## config.mk

```make
export PLATFORM = sky130hd
export DESIGN_NAME = dts_pack_streams
export DESIGN_NICKNAME = d
export VERILOG_FILES = /design/src/rtl/dts_pack_streams.sv
export SDC_FILE = /design/constraint.sdc
export NUM_CORES = 2
export LEC_CHECK = 0
export BUFFER_PORTS_ARGS = -buffer_cell sky130_fd_sc_hd__buf_2
export CORE_ASPECT_RATIO = 1.25
export CORE_UTILIZATION = 38
export CTS_BUF_LIST = sky130_fd_sc_hd__clkbuf_8
export DETAILED_ROUTE_END_ITERATION = 6
export PLACE_DENSITY = 0.53
export SYNTH_ARGS = -nofsm -noshare
export SYNTH_HDL_FRONTEND = slang
export SYNTH_SLANG_ARGS = --single-unit
export TNS_END_PERCENT = 5
```

## constraint.sdc

```tcl
create_clock -name clk -period 2.6 [get_ports clk]
set_input_delay 0 -clock clk [delete_from_list [all_inputs] [get_ports clk]]
set_output_delay 0 -clock clk [all_outputs]
set_load 0.05 [all_outputs]
```

## src/rtl/dts_pack_streams.sv

```systemverilog
// Packs 12-bit ADC samples into {top, middle, bottom} deformatted words, 3-bit or 8-bit split.
// Latency: word registered on the edge accepting its last chunk. No backpressure; dout holds until next word.
module dts_pack_streams #(
    parameter int INPUT_WIDTH = 128,
    parameter int NSAMP       = 8
) (
    input  logic                     clk,
    input  logic                     rst,
    input  logic                     is_three_bit,
    input  logic [12*NSAMP-1:0]      din,
    input  logic                     din_valid,
    input  logic                     sync,
    output logic [3*INPUT_WIDTH-1:0] dout,
    output logic                     dout_valid,
    output logic                     sync_out
);
    localparam int W  = INPUT_WIDTH;
    localparam int S8 = 4 * NSAMP;
    localparam int C3 = W / NSAMP;
    localparam int C8 = W / S8;
    localparam int CW = $clog2(C3 + 1);

    logic [W-1:0]   top_q, top_d, mid_q, mid_d, bot_q, bot_d;
    logic [W-1:0]   top_base, mid_base, bot_base, top_sh, mid_sh, bot_sh;
    logic [3*W-1:0] dout_q, dout_d;
    logic           dout_valid_q, dout_valid_d, sync_out_q, sync_out_d;
    logic           mode_q, mode_d, pend_q, pend_d;
    logic [CW-1:0]  fill_q, fill_d, chunks;
    logic           sync_acc, eff_mode;
    logic [NSAMP-1:0] c3_top, c3_mid, c3_bot;
    logic [S8-1:0]    c8_top, c8_bot;

    // Sample k lives at din[12*(NSAMP-1-k) +: 12]; earliest sample lands at the chunk MSB.
    always_comb begin
        c3_top = '0;
        c3_mid = '0;
        c3_bot = '0;
        c8_top = '0;
        c8_bot = '0;
        for (int k = 0; k < NSAMP; k++) begin
            c3_top[NSAMP-1-k] = din[12*(NSAMP-1-k) + 2];
            c3_mid[NSAMP-1-k] = din[12*(NSAMP-1-k) + 1];
            c3_bot[NSAMP-1-k] = din[12*(NSAMP-1-k)];
        end
        for (int j = 0; j < NSAMP/2; j++) begin
            c8_bot[S8-1-8*j -: 8] = din[12*(NSAMP-1-2*j) + 4 +: 8];
            c8_top[S8-1-8*j -: 8] = din[12*(NSAMP-2-2*j) + 4 +: 8];
        end
    end

    always_comb begin
        sync_acc = din_valid & sync;
        eff_mode = (sync_acc || fill_q == '0) ? is_three_bit : mode_q;
        chunks   = eff_mode ? CW'(C3) : CW'(C8);
        // A sync discards the partial word, so the new chunk shifts into a cleared register.
        top_base = sync_acc ? '0 : top_q;
        mid_base = sync_acc ? '0 : mid_q;
        bot_base = sync_acc ? '0 : bot_q;
        if (eff_mode) begin
            top_sh = {top_base[W-NSAMP-1:0], c3_top};
            mid_sh = {mid_base[W-NSAMP-1:0], c3_mid};
            bot_sh = {bot_base[W-NSAMP-1:0], c3_bot};
        end else begin
            top_sh = {top_base[W-S8-1:0], c8_top};
            mid_sh = {mid_base[W-S8-1:0], {S8{1'b0}}};
            bot_sh = {bot_base[W-S8-1:0], c8_bot};
        end
    end

    always_comb begin
        top_d        = top_q;
        mid_d        = mid_q;
        bot_d        = bot_q;
        mode_d       = mode_q;
        fill_d       = fill_q;
        pend_d       = pend_q;
        dout_d       = dout_q;
        dout_valid_d = 1'b0;
        sync_out_d   = 1'b0;
        if (din_valid) begin
            top_d  = top_sh;
            mid_d  = mid_sh;
            bot_d  = bot_sh;
            mode_d = eff_mode;
            if (sync_acc) begin
                fill_d = (chunks == CW'(1)) ? '0 : CW'(1);
                pend_d = 1'b1;
            end else if (fill_q == chunks - CW'(1)) begin
                dout_d       = {top_sh, mid_sh, bot_sh};
                dout_valid_d = 1'b1;
                sync_out_d   = pend_q;
                pend_d       = 1'b0;
                fill_d       = '0;
            end else begin
                fill_d = fill_q + CW'(1);
            end
        end
    end

    always_ff @(posedge clk) begin
        if (rst) begin
            top_q        <= '0;
            mid_q        <= '0;
            bot_q        <= '0;
            mode_q       <= 1'b1;
            fill_q       <= '0;
            pend_q       <= 1'b0;
            dout_q       <= '0;
            dout_valid_q <= 1'b0;
            sync_out_q   <= 1'b0;
        end else begin
            top_q        <= top_d;
            mid_q        <= mid_d;
            bot_q        <= bot_d;
            mode_q       <= mode_d;
            fill_q       <= fill_d;
            pend_q       <= pend_d;
            dout_q       <= dout_d;
            dout_valid_q <= dout_valid_d;
            sync_out_q   <= sync_out_d;
        end
    end

    assign dout       = dout_q;
    assign dout_valid = dout_valid_q;
    assign sync_out   = sync_out_q;
endmodule
```

After elaboration in Yosys (flattened, before gate mapping):

Index checks and enable logic that the tools add are counted.

* bits in registers: 753
* output and inout bits: 386
* bits of input ports: 101
* logic and storage cells: 38

* muxes and demuxes: 14
* reductions and logical operators: 7
* add/subtract/negate cells: 2
* equality and inequality tests: 2
* bitwise gates (word level): 4

Operators with widths (number)
* $mux W128: 3
* $mux W120: 3
* $mux W5: 3
* $add A5 B1 Y5 const B: 1
* $eq A5 B1 Y1 const B: 1
* $eq A5 B5 Y1: 1
* $logic_not A5 Y1: 1
* $mux W1: 5
* $sub A5 B1 Y5 const B: 1
* $reduce_or A4 Y1: 1
* $not A1 Y1: 3
* $reduce_and A3 Y1: 1
* $reduce_or A3 Y1: 1
* $reduce_and A2 Y1: 1
* $reduce_bool A2 Y1: 1
* $and A1 B1 Y1: 1
* $logic_or A1 B1 Y1: 1

Depth between registers and ports, before layout:

* word-level depth: 8
* mapped depth: 10
* depth with buffers taken out: 7

Worst setup path before layout:

OpenSTA, ideal clock, no wires.

* path kind: register to register
* start point: register fill_q[0]
* end point: register top_q[30]
* setup time: 0.137 ns
* stages on the path, launching flop included: 10
* clock period less this slack: 2.135 ns
* data required time: 2.463 ns
* buffers on the path: 2
* arrival time: 1.998 ns
* setup slack: 0.465 ns
* cell sequence: dfxtp_1 inv_1 ha_1 nor4b_4 o21ai_0 clkbuf_1 clkbuf_1 a21oi_1 a31oi_1 a211oi_1

* cells in the longest elaborated chain, start to end: 4

Ends and longest elaborated chain
* start: declaration: RTL line 28 `logic [CW-1:0] fill_q, fill_d, chunks;`
* start signal: assignment: RTL line 116 `fill_q <= fill_d;`
* $logic_not A5 Y1: RTL line 53 `eff_mode = (sync_acc || fill_q == '0) ? is_three_bit : mode_q;`
* $logic_or A1 B1 Y1: RTL line 53
* $mux W1: RTL line 53
* $mux W128: RTL line 59 `if (eff_mode) begin`
* end signal: assignment: RTL line 112 `top_q <= top_d;`
* end: declaration: RTL line 23 `logic [W-1:0] top_q, top_d, mid_q, mid_d, bot_q, bot_d;`

Every way passes these cells.
A chain may end at the register's enable or synchronous reset.

Worst setup path in the final report:

* start point: register fill_q[0]
* end point: register dout_q[315], in the netlist dout[315]

* cells in the longest elaborated chain, start to end: 7
* elaborated cells on any way between the ends: 8
* classes of those cells: add/sub (1); eq/ne (1); mux (3); reduce/logical (3)

Ends and longest elaborated chain
* $logic_not A5 Y1: RTL line 53
* $logic_or A1 B1 Y1: RTL line 53
* $mux W1: RTL line 53
* $mux W5: RTL line 54 `chunks = eff_mode ? CW'(C3) : CW'(C8);`
* $sub A5 B1 Y5: RTL line 88 `end else if (fill_q == chunks - CW'(1)) begin`
* $eq A5 B5 Y1: RTL line 88
* $reduce_and A3 Y1 (no line)
* end signal: assignment: RTL line 118 `dout_q <= dout_d;`
* end: declaration: RTL line 25 `logic [3*W-1:0] dout_q, dout_d;`

Several ways; a longest one is shown, not always the timed one.

==> reports/qor.csv <==
stage,metric,value,unit
job,max-cap violations,0,
pwr,switching power,6.54,mW
pwr,power per cell area,648,nW/um^2
pwr,Pwr Total,25.4,mW
sta,Final Hold Viols,0,
pwr,Comb power frac,0.094,
cts,CTS root buffer,clkbuf_8,
critical_path,CP startpoint,fill_q[0]$_SDFFE_PP0P_,
floorplanning,# rows,117,
yosys,library cells used by synthesis,40,
critical_path,Worst setup EP type,flip-flop,
yosys,Synth Warn #,0,
sta,Final setup viols,0,
critical_path,WP data arrival,3160,ps
floorplanning,Starting Density,0.384,
final_layout,layout cell share with drive strength beyond 1,0.201,
yosys,number of synthesized register bits,753,
critical_path,Critical R2R Launch,fill_q[0]$_SDFFE_PP0P_,
placement,"worst slack, placed",29.4,ps
pwr,proportion of power drawn by the clock network,0.444,
placement,I/O Buffers,478,
critical_path,Worst R2R Path Depth,10,
floorplanning,die width,259,um
min_path,Worst Hold Depth,4,
sta,clock skew,32.6,ps
yosys,Post-synth ARST share,0,
floorplanning,Die Footprint,83500,um^2
sta,Tcrit/Tclk final,0.954,
yosys,sequential fraction of the synthesis area,0.482,
yosys,Syn Area/Cell,8.55,um^2
critical_path,worst reg2reg path endpoint,dout[315]$_SDFFE_PP0P_,
cts,CTS tree,done,
yosys,Syn Inst Count,3658,
placement,HPWL Detailed,74400,um
final_layout,FILL cells,8079,
final_layout,fin nets,4290,
yosys,Yosys top cell by area,dfxtp_1,
floorplanning,Ports,487,
sta,Final Critical Period,2480,ps
pwr,cell internal pwr,18.9,mW
drt,Routed WL per cell,20.2,um
yosys,main combinational cell family by area after synthesis,simple AND/OR/NAND/NOR gates,
critical_path,crit start category,flip-flop,
critical_path,worst-path fanout max,22,
sta,Worst-Margin Slew,999,ps
placement,gp weighted congestion,0.815,
global_route,largest net degree at the start of global routing,148,
global_route,number of global-route vias before repair,25700,
critical_path,R2R setup slack,120,ps
final_layout,Area Growth Syn to Fin,25.4,%
drt,final wirelength,108000,um
critical_path,CP Data Required Time,3280,ps
min_path,Worst Hold Class,in2reg,
floorplanning,Die Span Y,323,um
pwr,Seq pwr share,0.463,
yosys,main area contributors after synthesis,"dfxtp_1 48%, mux2i_1 17%, nand2_1 11%, a21oi_1 6.1%, nor2_1 5.1%",
pwr,Static Leak,16.5,nW
yosys,post-synthesis compound-gate area fraction,0.116,
final_layout,most frequent cells in the layout,"897 x nand2_1, 753 x dfxtp_1, 521 x mux2i_1, 476 x buf_2, 424 x nor2_1",
yosys,top-area cell type share of the netlist area,0.482,
sta,unrepaired setup endpoints after global routing,true,
outcome,outcome,"complete, no violations",
cts,"CTS clk-pin slew, worst paths",60,ps
sta,FMAX,403,MHz
yosys,Synth Area in Adders,0.000800,
cts,CTS Buf Count,121,
cts,CTS Buffer Depth,3,
drt,Initial DRC Count,2113,
critical_path,worst setup path category,reg2reg,
drt,First-pass DRT Iterations,5,
yosys,Mapped Area,31300,um^2
pwr,Net Sw Frac,0.257,
cts,clock sinks,753,
drt,drc violations,0,
global_route,initial antenna violation count,3,
global_route,All-Layer GR Usage,0.248,
yosys,xor-xnor portion of the synthesized cell area,0.000280,
final_layout,fin cells,5366,
yosys,multiplexer share of the synthesized area,0.175,
drt,post-route ant nets,0,
placement,placed insts,5038,
yosys,Main synth FF type,dfxtp_1,
final_layout,"most common cell after layout, fill and taps aside",nand2_1,
sta,"Slew Viols, Final",0,
cts,Worst-Skew Late Latency,770,ps
yosys,"EDFF count, synth",0,
sta,slew margin rel.,0.334,
critical_path,Critical Path Sink,dout[315]$_SDFFE_PP0P_,
yosys,Simple-Gate Fraction of Synth Area,0.180,
global_route,total grt overflow,0,
pwr,worst vdd ir,0.000405,V
sta,final setup margin,120,ps
cts,H-tree levels,3,
drt,routed vias/inst,5.11,
yosys,Syn Nets,3761,
drt,Via Count,27400,
global_route,first-pass GRT wire length,159000,um
floorplanning,area of the core,81500,um^2
sta,final setup TNS,0,ps
-- how the worst min path moves through the flow --
stage / from / endpoint / slack, ps
final: din[73] / dout[134]$_SDFFE_PP0P_ / 60
after detailed placement: din[25] / dout[130]$_SDFFE_PP0P_ / 280
after global placement: din[1] / dout[128]$_SDFFE_PP0P_ / 280
after floorplan: din[1] / dout[128]$_SDFFE_PP0P_ / 150
after CTS: din[73] / dout[134]$_SDFFE_PP0P_ / 0.2
after global routing: din[37] / dout[131]$_SDFFE_PP0P_ / 50
-- synthesized netlist by cell type (13+ instances only) --
cell type / instances
a31oi_1: 73
and4_1: 24
buf_1: 13
mux2i_1: 545
a211oi_1: 129
dfxtp_1: 753
nand2_1: 899
nand3_1: 18
nor2b_1: 25
buf_6: 15
nor2_1: 424
clkbuf_1: 195
a21oi_1: 379
a22o_1: 24
buf_2: 85
-- flip-flops by register name (all words and copies together) (netlist names) --
signal,cells
mode_q,1
sync_out,1
dout_valid,1
mid_q,120
pend_q,1
dout,384
fill_q,5
bot_q,120
top_q,120
-- through the flow --
step | hold WS (ps) | cell area, um^2 | utilization
after floorplan | 152 | 31300 | -
after global placement | 276 | 35300 | 0.433
after detailed placement | 278 | 35300 | 0.433
after CTS | 0.211 | 39000 | 0.479
after global routing | 48.3 | 39200 | 0.481
final | 62.8 | 39200 | 0.481
-- final cells by class --
type | count | area, um^2 | area share
diodes | 2 | 5.00 | 0.000128
well taps | 1071 | 1340 | 0.0342
repair buffers | 725 | 5120 | 0.130
inverters | 4 | 15.0 | 0.000383
clock inverters | 66 | 482 | 0.0123
flip-flops and latches | 753 | 15100 | 0.384
multi-input cells | 2582 | 15000 | 0.381
clock buffers | 163 | 2240 | 0.0572
-- layer usage --
layer	GRT usage	routed length, um	vias up
li1	-	-	13400
met1	0.328	48400	13000
met2	0.397	50300	787
met3	0.0506	6440	146
met4	0.0917	3140	2
met5	0	13	-
-- critical path, stage by stage (launching register included) --
cell	delay (ps)
dfxtp_1	330
inv_1	90
ha_1	170
nor4b_4	300
mux2i_4	300
buf_12	250
buf_16	220
buf_4	190
mux2i_1	290
nand2_1	80
a21oi_1	140
-- power by group through the flow --
stage               combinational [mW]  sequential, mW  clock (mW)
floorplan                         1.43            12.0           0
global placement                  2.22            12.0           0
detailed placement                2.23            12.0           0
CTS                               2.34            11.8        11.5
global route                      2.54            11.8        12.1
finish                            2.38            11.8        11.3
-- what timing repair did --
action / in CTS / in global routing
resized for setup: 2 / 36
gates cloned: 0 / 1
hold endpoints to repair: 640 / 0
setup buffers: 0 / 1
hold buffers: 95 / 0
endpoints found under the setup margin: 2 / 220
-- kinds of logic after synthesis --
group / Yosys count
xor+xnor: 1
fa+ha+maj: 2
mux: 546
flops: 753
compound gates: 616
simple gates: 1417
buf+inv: 323
(Power assumes the default switching activity.)
